### src/rtl/deser_framer_pkg.sv
// Shared types and width helpers for the deserializer framer.
package deser_framer_pkg;

    typedef enum logic [1:0] {
        HUNT   = 2'd0,
        VERIFY = 2'd1,
        LOCKED = 2'd2
    } framer_state_e;

    localparam int STATS_W = 8;
    localparam logic [STATS_W-1:0] STATS_MAX = 8'hFF;

    // Bits needed to hold a counter running 0..max_val (never less than one).
    function automatic int cnt_w(input int max_val);
        if (max_val < 2) begin
            return 1;
        end
        return $clog2(max_val + 1);
    endfunction

endpackage

### src/rtl/deser_slot_ctr.sv
// Bit/word position tracker: marks word boundaries and the sync slot of a frame.
module deser_slot_ctr
    import deser_framer_pkg::*;
#(
    parameter int DATA_WIDTH  = 16,
    parameter int FRAME_WORDS = 8
) (
    input  logic                             clk,
    input  logic                             resetn,
    input  logic                             clear,
    input  logic                             enable,
    output logic [cnt_w(FRAME_WORDS)-1:0]    word_idx,
    output logic                             boundary,
    output logic                             sync_slot
);

    localparam int BIT_W = cnt_w(DATA_WIDTH - 1);
    localparam int IDX_W = cnt_w(FRAME_WORDS);
    localparam logic [BIT_W-1:0] LAST_BIT  = BIT_W'(DATA_WIDTH - 1);
    localparam logic [IDX_W-1:0] SYNC_IDX  = IDX_W'(FRAME_WORDS);

    logic [BIT_W-1:0] bit_cnt;

    assign boundary  = enable && (bit_cnt == LAST_BIT);
    assign sync_slot = (word_idx == SYNC_IDX);

    always_ff @(posedge clk or negedge resetn) begin
        if (!resetn) begin
            bit_cnt  <= '0;
            word_idx <= '0;
        end else if (clear) begin
            bit_cnt  <= '0;
            word_idx <= '0;
        end else if (enable) begin
            if (bit_cnt == LAST_BIT) begin
                bit_cnt  <= '0;
                word_idx <= sync_slot ? '0 : word_idx + 1'b1;
            end else begin
                bit_cnt <= bit_cnt + 1'b1;
            end
        end
    end

endmodule

### src/rtl/deser_framer.sv
// Frame aligner behind the serial deserializer: hunt, verify and track sync words.
// Build option DESER_FRAMER_STATS_EN enables the saturating lock-loss counter.
//
// state  | meaning
// HUNT   | compare every cycle's shift word against the sync pattern
// VERIFY | aligned on a candidate sync, waiting for the next sync slot to confirm
// LOCKED | emitting payload words; tolerates up to MISS_LIMIT-1 missed syncs
module deser_framer
    import deser_framer_pkg::*;
#(
    parameter int                    DATA_WIDTH  = 16,
    parameter logic [DATA_WIDTH-1:0] SYNC_WORD   = 16'hA5C3,
    parameter int                    FRAME_WORDS = 8,
    parameter int                    MISS_LIMIT  = 3
) (
    input  logic                  clk,
    input  logic                  resetn,
    input  logic [DATA_WIDTH-1:0] shift_word,
    output logic [DATA_WIDTH-1:0] dout_word,
    output logic                  word_valid,
    output logic                  sof,
    output logic                  eof,
    output logic                  locked,
    output logic                  sync_err,
    output logic [STATS_W-1:0]    lock_loss_cnt
);

    localparam int IDX_W  = cnt_w(FRAME_WORDS);
    localparam int MISS_W = cnt_w(MISS_LIMIT);
    localparam logic [IDX_W-1:0]  LAST_IDX  = IDX_W'(FRAME_WORDS - 1);
    localparam logic [MISS_W-1:0] MISS_LAST = MISS_W'(MISS_LIMIT - 1);
    localparam logic [MISS_W-1:0] MISS_MAX  = MISS_W'(MISS_LIMIT);

    framer_state_e      state_q, state_d;
    logic [MISS_W-1:0]  miss_q, miss_d;
    logic [IDX_W-1:0]   word_idx;
    logic               boundary, sync_slot;
    logic               sync_match;
    logic               emit, err_d, loss_evt;

    assign sync_match = (shift_word == SYNC_WORD);

    deser_slot_ctr #(
        .DATA_WIDTH  (DATA_WIDTH),
        .FRAME_WORDS (FRAME_WORDS)
    ) u_slot_ctr (
        .clk       (clk),
        .resetn    (resetn),
        .clear     ((state_q == HUNT) && sync_match),
        .enable    (state_q != HUNT),
        .word_idx  (word_idx),
        .boundary  (boundary),
        .sync_slot (sync_slot)
    );

    always_ff @(posedge clk or negedge resetn) begin
        if (!resetn) begin
            state_q <= HUNT;
        end else begin
            state_q <= state_d;
        end
    end

    always_comb begin
        state_d  = state_q;
        miss_d   = miss_q;
        emit     = 1'b0;
        err_d    = 1'b0;
        loss_evt = 1'b0;
        unique case (state_q)
            HUNT: begin
                if (sync_match) begin
                    state_d = VERIFY;
                end
            end
            VERIFY: begin
                if (boundary && sync_slot) begin
                    if (sync_match) begin
                        state_d = LOCKED;
                        miss_d  = '0;
                    end else begin
                        err_d   = 1'b1;
                        state_d = HUNT;
                    end
                end
            end
            LOCKED: begin
                if (boundary && sync_slot) begin
                    if (sync_match) begin
                        miss_d = '0;
                    end else begin
                        err_d = 1'b1;
                        // Flywheel through isolated misses; only a full run drops lock.
                        if (miss_q >= MISS_LAST) begin
                            miss_d   = MISS_MAX;
                            state_d  = HUNT;
                            loss_evt = 1'b1;
                        end else begin
                            miss_d = miss_q + 1'b1;
                        end
                    end
                end else if (boundary) begin
                    emit = 1'b1;
                end
            end
            default: begin
                state_d = HUNT;
            end
        endcase
    end

    always_ff @(posedge clk or negedge resetn) begin
        if (!resetn) begin
            miss_q     <= '0;
            dout_word  <= '0;
            word_valid <= 1'b0;
            sof        <= 1'b0;
            eof        <= 1'b0;
            sync_err   <= 1'b0;
            locked     <= 1'b0;
        end else begin
            miss_q     <= miss_d;
            word_valid <= emit;
            sof        <= emit && (word_idx == '0);
            eof        <= emit && (word_idx == LAST_IDX);
            sync_err   <= err_d;
            locked     <= (state_d == LOCKED);
            if (emit) begin
                dout_word <= shift_word;
            end
        end
    end

`ifdef DESER_FRAMER_STATS_EN
    logic [STATS_W-1:0] loss_q;

    always_ff @(posedge clk or negedge resetn) begin
        if (!resetn) begin
            loss_q <= '0;
        end else if (loss_evt && (loss_q != STATS_MAX)) begin
            loss_q <= loss_q + 1'b1;
        end
    end

    assign lock_loss_cnt = loss_q;
`else
    logic unused_stats;
    assign unused_stats  = loss_evt;
    assign lock_loss_cnt = '0;
`endif

endmodule
### config.mk
export PLATFORM = sky130hd
export DESIGN_NAME = deser_framer
export DESIGN_NICKNAME = d
export VERILOG_FILES = /design/src/rtl/deser_framer_pkg.sv /design/src/rtl/deser_slot_ctr.sv /design/src/rtl/deser_framer.sv
export SDC_FILE = /design/constraint.sdc
export NUM_CORES = 1
export LEC_CHECK = 0
export CAP_MARGIN = 10
export CORE_UTILIZATION = 45
export CTS_BUF_LIST = sky130_fd_sc_hd__clkbuf_2
export DETAILED_ROUTE_END_ITERATION = 6
export GPL_TIMING_DRIVEN = 0
export HOLD_SLACK_MARGIN = 0.1
export PLACE_DENSITY = 0.78
export SLEW_MARGIN = 20
export SYNTH_ARGS = -nofsm -noshare
export SYNTH_HDL_FRONTEND = slang
export SYNTH_SLANG_ARGS = --single-unit
### constraint.sdc
create_clock -name clk -period 1.95 [get_ports clk]
set_input_delay 0.39 -clock clk [delete_from_list [all_inputs] [get_ports clk]]
set_output_delay 0.39 -clock clk [all_outputs]
set_load 0.005 [all_outputs]
==> run metrics, run 1 <==
status=completed; Layout area overhead=41.74%; Die X=65.17 um; fin crit share=0.9738; Seq cells post-synth=33; fill cell count=282; switch share=0.2089; pin count of the biggest net entering global routing=34; minimum clock period=1.899 ns; WL final=3978 um; Combinational Power Share=0.097; Post-Syn Instances=148; share of the synthesized area in the top cell type=0.4599; WS Path Type=input pin to register; grt total ovfl=0; initial DRC count=51; most frequent cells in the layout=clkdlybuf4s50_1 (37), dfrtp_1 (32), buf_4 (25), mux2_2 (10); hold crit path type=register to register; worst skew pair latency=0.39 ns; CTS Sinks=33; IO buf count=38; CTS tree=built; Leakage=0.001144 uW; layout cells sized above 1=0.3733; io pins=47; Cell Count, Final, Fillers Out=265; leading area contributor after synthesis=dfrtp_1; RSZ-0062 raised after global routing=yes; initial core utilization=0.4796; post-detail-place hpwl=2614 um; crit start category=input pin; Core ar.=3744 um2; RR Endpoint=dout_word[10]; Post-DRT Antenna Nets=0; Max IR drop VDD=0.3400 mV; CP max-delay cell=clkdlybuf4s50_1; Yosys warnings=0; Power Internal=1139 uW; Die H=65.17 um; r2r worst-path depth=8; Pins Over Slew Limit=0; Crit path arrival time=2.19 ns; Max-Cap Viols=0; synthesized area=1795 um2; Layout Skew=0.01947 ns; CP Cell Sequence=clkdlybuf4s50_1 -> and4bb_2 -> nand4_4 -> o211a_1 -> a311oi_2 -> o32ai_2; CP max FO=9; Final GP Congestion=0.7599; worst rel slew slack=0.5245; worst slew pin tran=0.7133 ns; Fin. Hold Viols=0; n_diodes=0; flop-to-flop setup slack=0.08 ns; PwrDens=565.8 nW/um2; Die ar.=4246 um2; hold endpoint=dout_word[11]; DRC viols=0; TritonRoute pass-1 iters=4; clock buffer depth=2; Largest delay share family, worst path=compound AO/OA/AOI/OAI gates; Seq pwr share=0.496; clock power share=0.408; HP Start=dout_word[11]; vias in the first global route=1375; Placed Cells=241; commonest non-fill, non-tap cell in the layout=clkdlybuf4s50_1; first-pass GRT wire length=6341 um; CP Buf/Inv Count=1; peak per-stage delay on the critical path=0.43 ns; # setup viols final=0; htree depth=2; clock root buffer=clkbuf_2; Net Sw Power=300.9 uW; DR WL/cell=15.01 um; Clock transition at path regs=0.18 ns; Rows=22; total CTS buffers=5; GRT Total Usage=0.2029; Final nets=241; setup TNS=0 ns; syn avg cell area=12.13 um2; synth top area cells=dfrtp_1 (46%), mux2_2 (6.3%), mux2_4 (5.9%), ha_1 (4.9%), buf_4 (3.8%); Fmax achieved=0.5266 GHz; via count=1360; Synth cell types=43; Via density=5.132; register area share after synthesis=0.4599; critical path data required time=2.24 ns; CP endpoint kind=register; reg-to-reg startpoint=state_q[1]; Hold Path Cell Cnt=1; initial antenna violation count=0
## area by class of cell
type	count	area, um2	area share
plain buffers	11	93.84	0.03687
clock buffers	5	25.02	0.009833
multi-input cells	102	934.6	0.3673
well taps	48	60.06	0.02360
clock inverters	3	65.06	0.02557
flip-flops and latches	33	827.0	0.3250
repair buffers	56	513.0	0.2016
inverters	7	26.28	0.01032
## sequential cells by signal, summed over array words and instances, names as in the netlist
| register | flops |
|---|---|
| word_valid | 1 |
| state_q | 2 |
| miss_q | 2 |
| locked | 1 |
| sync_err | 1 |
| dout_word | 16 |
| eof | 1 |
| sof | 1 |
| u_slot_ctr.word_idx | 4 |
| u_slot_ctr.bit_cnt | 4 |
## how the worst max path moves through the flow
stage | cells past startpoint | from | end | slack, ns
6_report | 6 | shift_word[2] | locked | 0.05
5_1_grt | 8 | state_q[1] | locked | -0.01
4_1_cts | 6 | shift_word[2] | locked | 0.03
3_5_place_dp | 6 | shift_word[3] | locked | -0.41
3_3_place_gp | 6 | shift_word[3] | locked | -0.38
2_1_floorplan | 10 | state_q[1] | locked | 0.009
## cell families after synthesis
kind of cell,share of synthesized area
fa+ha+maj,0.04878
mux,0.1268
xor+xnor,0.004879
simple gates,0.1498
buf+inv,0.07735
flops,0.4599
compound gates,0.1303
other cells,0.002089
## metrics by stage
step / total power, uW / utilization / area (um2) / worst slack, ns / hold WS [ns]
2_1_floorplan: 770.5 / - / 1822 / 0.008795 / 0.09441
3_3_place_gp: 859.7 / 0.6043 / 2262 / -0.3836 / 0.4881
3_5_place_dp: 862.9 / 0.6029 / 2257 / -0.4088 / 0.4810
4_1_cts: 1451 / 0.6477 / 2425 / 0.03027 / 0.5269
5_1_grt: 1494 / 0.6798 / 2545 / -0.01260 / 0.5543
6_report: 1440 / 0.6798 / 2545 / 0.05102 / 0.5250
## layer usage
layer  global-route usage  vias to the layer above  part of all wire
met2               0.3441                       46              0.52
met4               0.1033                        0             0.025
met3              0.05208                       10             0.049
met1               0.2353                      656              0.41
met5                    0                        -                 0
li1                     -                      648                 -
## power groups by stage
stage | Combinational [uW] | Clock (uW) | Sequential, uW
4_1_cts | 140 | 597 | 713
6_report | 139 | 587 | 714
5_1_grt | 153 | 625 | 717
3_5_place_dp | 137 | 0 | 726
2_1_floorplan | 43.3 | 0 | 727
3_3_place_gp | 135 | 0 | 725
## Yosys cell counts, drive strengths merged
master and n:
or3 1, nor3 3, o211a 2, and4bb 3, nor3b 1, o211ai 2
mux2 17, ha 7, nand3 2, nand4b 1, a21oi 8, xnor2 1
o21a 1, nand2 10, and3b 1, o31ai 1, o32ai 2, nor2 9
and3 1, and2 1, o21ai 4, nor4b 1, or2 1, o2bb2ai 5
and4b 1, buf 13, o22ai 1, dfrtp 33, mux2i 1, nor2b 2
a41oi 1, nand4 2, inv 7, conb 1, a311oi 1
## repair_timing
item,in CTS,in global routing
hold buffers,1,0
setup endpoints to repair,21,6
endpoints found under the hold margin,33,0
pin swaps,5,5
gates cloned,0,0
buffers inserted,10,7
resized for setup,5,13
(Power assumes the default switching activity.)
==> run 2, diff against run 1 <==
Settings changed: REMOVE_ABC_BUFFERS set to 1.
Clock period 1.95 ns to 1.7 ns, I/O delays scaled along.
==> run 2 against run 1 <==
The flow now finishes with violations (negative setup slack). Cell count is 0.75% lower. Total power is 3.4% higher. Critical path depth is 1 higher. Wire length is 13% higher. Worst setup slack worse by 0.16 ns. Sequential power is 15% higher. Clock power is 11% lower. Non-clock buffer count is 5 lower. Critical endpoint unchanged. Highest routed layer unchanged.
==> run metrics, run 2 (synthesis gave the netlist of run 1 again) <==
cell area after layout=2545 um2; fin util=0.6798; PwrDens=585.2 nW/um2; Post-DRT Antenna Nets=0; DRC viols=0; clock root buffer=clkbuf_2; Die X=65.17 um; Final GP Congestion=0.8005; Crit path arrival time=2.08 ns; CP endpoint kind=register; minimum clock period=1.808 ns; WL final=4489 um; pin count of the biggest net entering global routing=34; Rows=22; clock buffer depth=2; most frequent cells in the layout=clkdlybuf4s50_1 (37), dfrtp_1 (32), buf_4 (20), mux2_4 (9); CTS tree=built; IO buf count=38; Via density=5.517; Layout Skew=0.01474 ns; via count=1451; vias in the first global route=1452; failing checks=negative setup slack; flop-to-flop setup slack=-0.09 ns; # setup viols final=21; worst skew pair latency=0.39 ns; Pins Over Slew Limit=0; r2r worst-path depth=8; grt total ovfl=0; hold crit path type=input pin to asynchronous set/reset pin; htree depth=2; status=finished with violations; WS Path Type=input pin to register; worst rel slew slack=0.5115; Max IR drop VDD=0.3742 mV; RR Endpoint=dout_word[8]; Die ar.=4246 um2; n_diodes=0; critical path data required time=1.97 ns; commonest non-fill, non-tap cell in the layout=clkdlybuf4s50_1; crit path setup slack, layout=-0.1077 ns; DR WL/cell=17.07 um; Final Power=1489 uW; Die H=65.17 um; layout cells sized above 1=0.3721; Core ar.=3744 um2; Final nets=239; Placed Cells=228; Top reg by flops=dout_word; worst slew pin tran=0.7327 ns; crit start category=input pin; Clock transition at path regs=0.17 ns; CP max FO=6; initial core utilization=0.4796; reg-to-reg startpoint=state_q[0]; Leakage=0.001115 uW; Layout area overhead=41.74%; total CTS buffers=5; Cell Count, Final, Fillers Out=263; CTS Sinks=33; TritonRoute pass-1 iters=4; RSZ-0062 raised after global routing=yes; GRT Total Usage=0.2135; Fmax achieved=0.5532 GHz; post-detail-place hpwl=2623 um; initial DRC count=44; Largest regs=dout_word (16), u_slot_ctr.bit_cnt (4), u_slot_ctr.word_idx (4); first-pass GRT wire length=6686 um; Max-Cap Viols=0; max reg flops=16; Fin. Hold Viols=0; Post-DP Area=2145 um2; fin crit share=1.063; initial antenna violation count=0; io pins=47
## run 2: cell count changes in the layout (fill, tap and decap cells not counted), sizes merged
cell / before / now
bufinv: 2 / 1
buf: 29 / 24
clkbuf: 5 / 6
nand2: 10 / 13
## run 2: critical path: stages
cell,delay [ns]
clkdlybuf4s50_1,0.43
and4bb_2,0.34
nand4_4,0.14
buf_4,0.18
nor3_2,0.39
or3_1,0.18
o32ai_1,0.07
## run 2: repair_timing
item	4_1_cts	5_1_grt
gates resized for setup	12	19
hold endpoints to repair	33	0
buffers inserted	13	10
cloned	1	2
pin swaps	7	9
setup endpoints to repair	29	24
hold buffers	1	0
## run 2: worst max-delay path by stage
stage,from,to
after floorplan,state_q[1],locked
after global placement,shift_word[2],locked
after detailed placement,shift_word[3],locked
after CTS,u_slot_ctr.word_idx[0],dout_word[8]
after global routing,state_q[1],locked
final,shift_word[3],locked
## run 2: per-stage QoR
step / setup WS (ns) / hold slack (ns) / TNS [ns]
after CTS: -0.09707 / 0.5244 / -1.438
after global placement: -0.5601 / 0.4893 / -19.90
after floorplan: -0.1888 / 0.04441 / -2.360
after detailed placement: -0.5703 / 0.4323 / -12.36
after global routing: -0.1451 / 0.5512 / -2.087
final: -0.1077 / 0.5147 / -0.9983
## run 2: layout make-up
type	instances	area (um2)
Clock inverter	2	33.78
Inverter	7	28.78
Sequential cell	33	827.0
Tap cell	48	60.06
Fill cell	276	1199
Timing Repair Buffer	62	569.3
Clock buffer	6	30.03
Multi-Input combinational cell	105	996.0
## run 2: power breakdown
part	leakage [uW]	internal [uW]	switching (uW)
sequential	0.000399	807	12.6
combinational	0.000675	96.3	53.5
clock	0.0000406	251	269
## run 2: metal layers
| metal | vias to the layer above | GRT usage | part of all wire |
|---|---|---|---|
| met1 | 726 | 0.2415 | 0.39 |
| met2 | 58 | 0.3647 | 0.54 |
| met4 | 0 | 0.09783 | 0.026 |
| li1 | 651 | - | - |
| met5 | - | 0 | 0 |
| met3 | 16 | 0.06771 | 0.047 |
==> run 3, diff against run 2 <==
Settings changed: SLEW_MARGIN 20 to 5.
==> results of run 3 <==
Same layout as run 2: the final DEF is identical, and so are final timing and power.
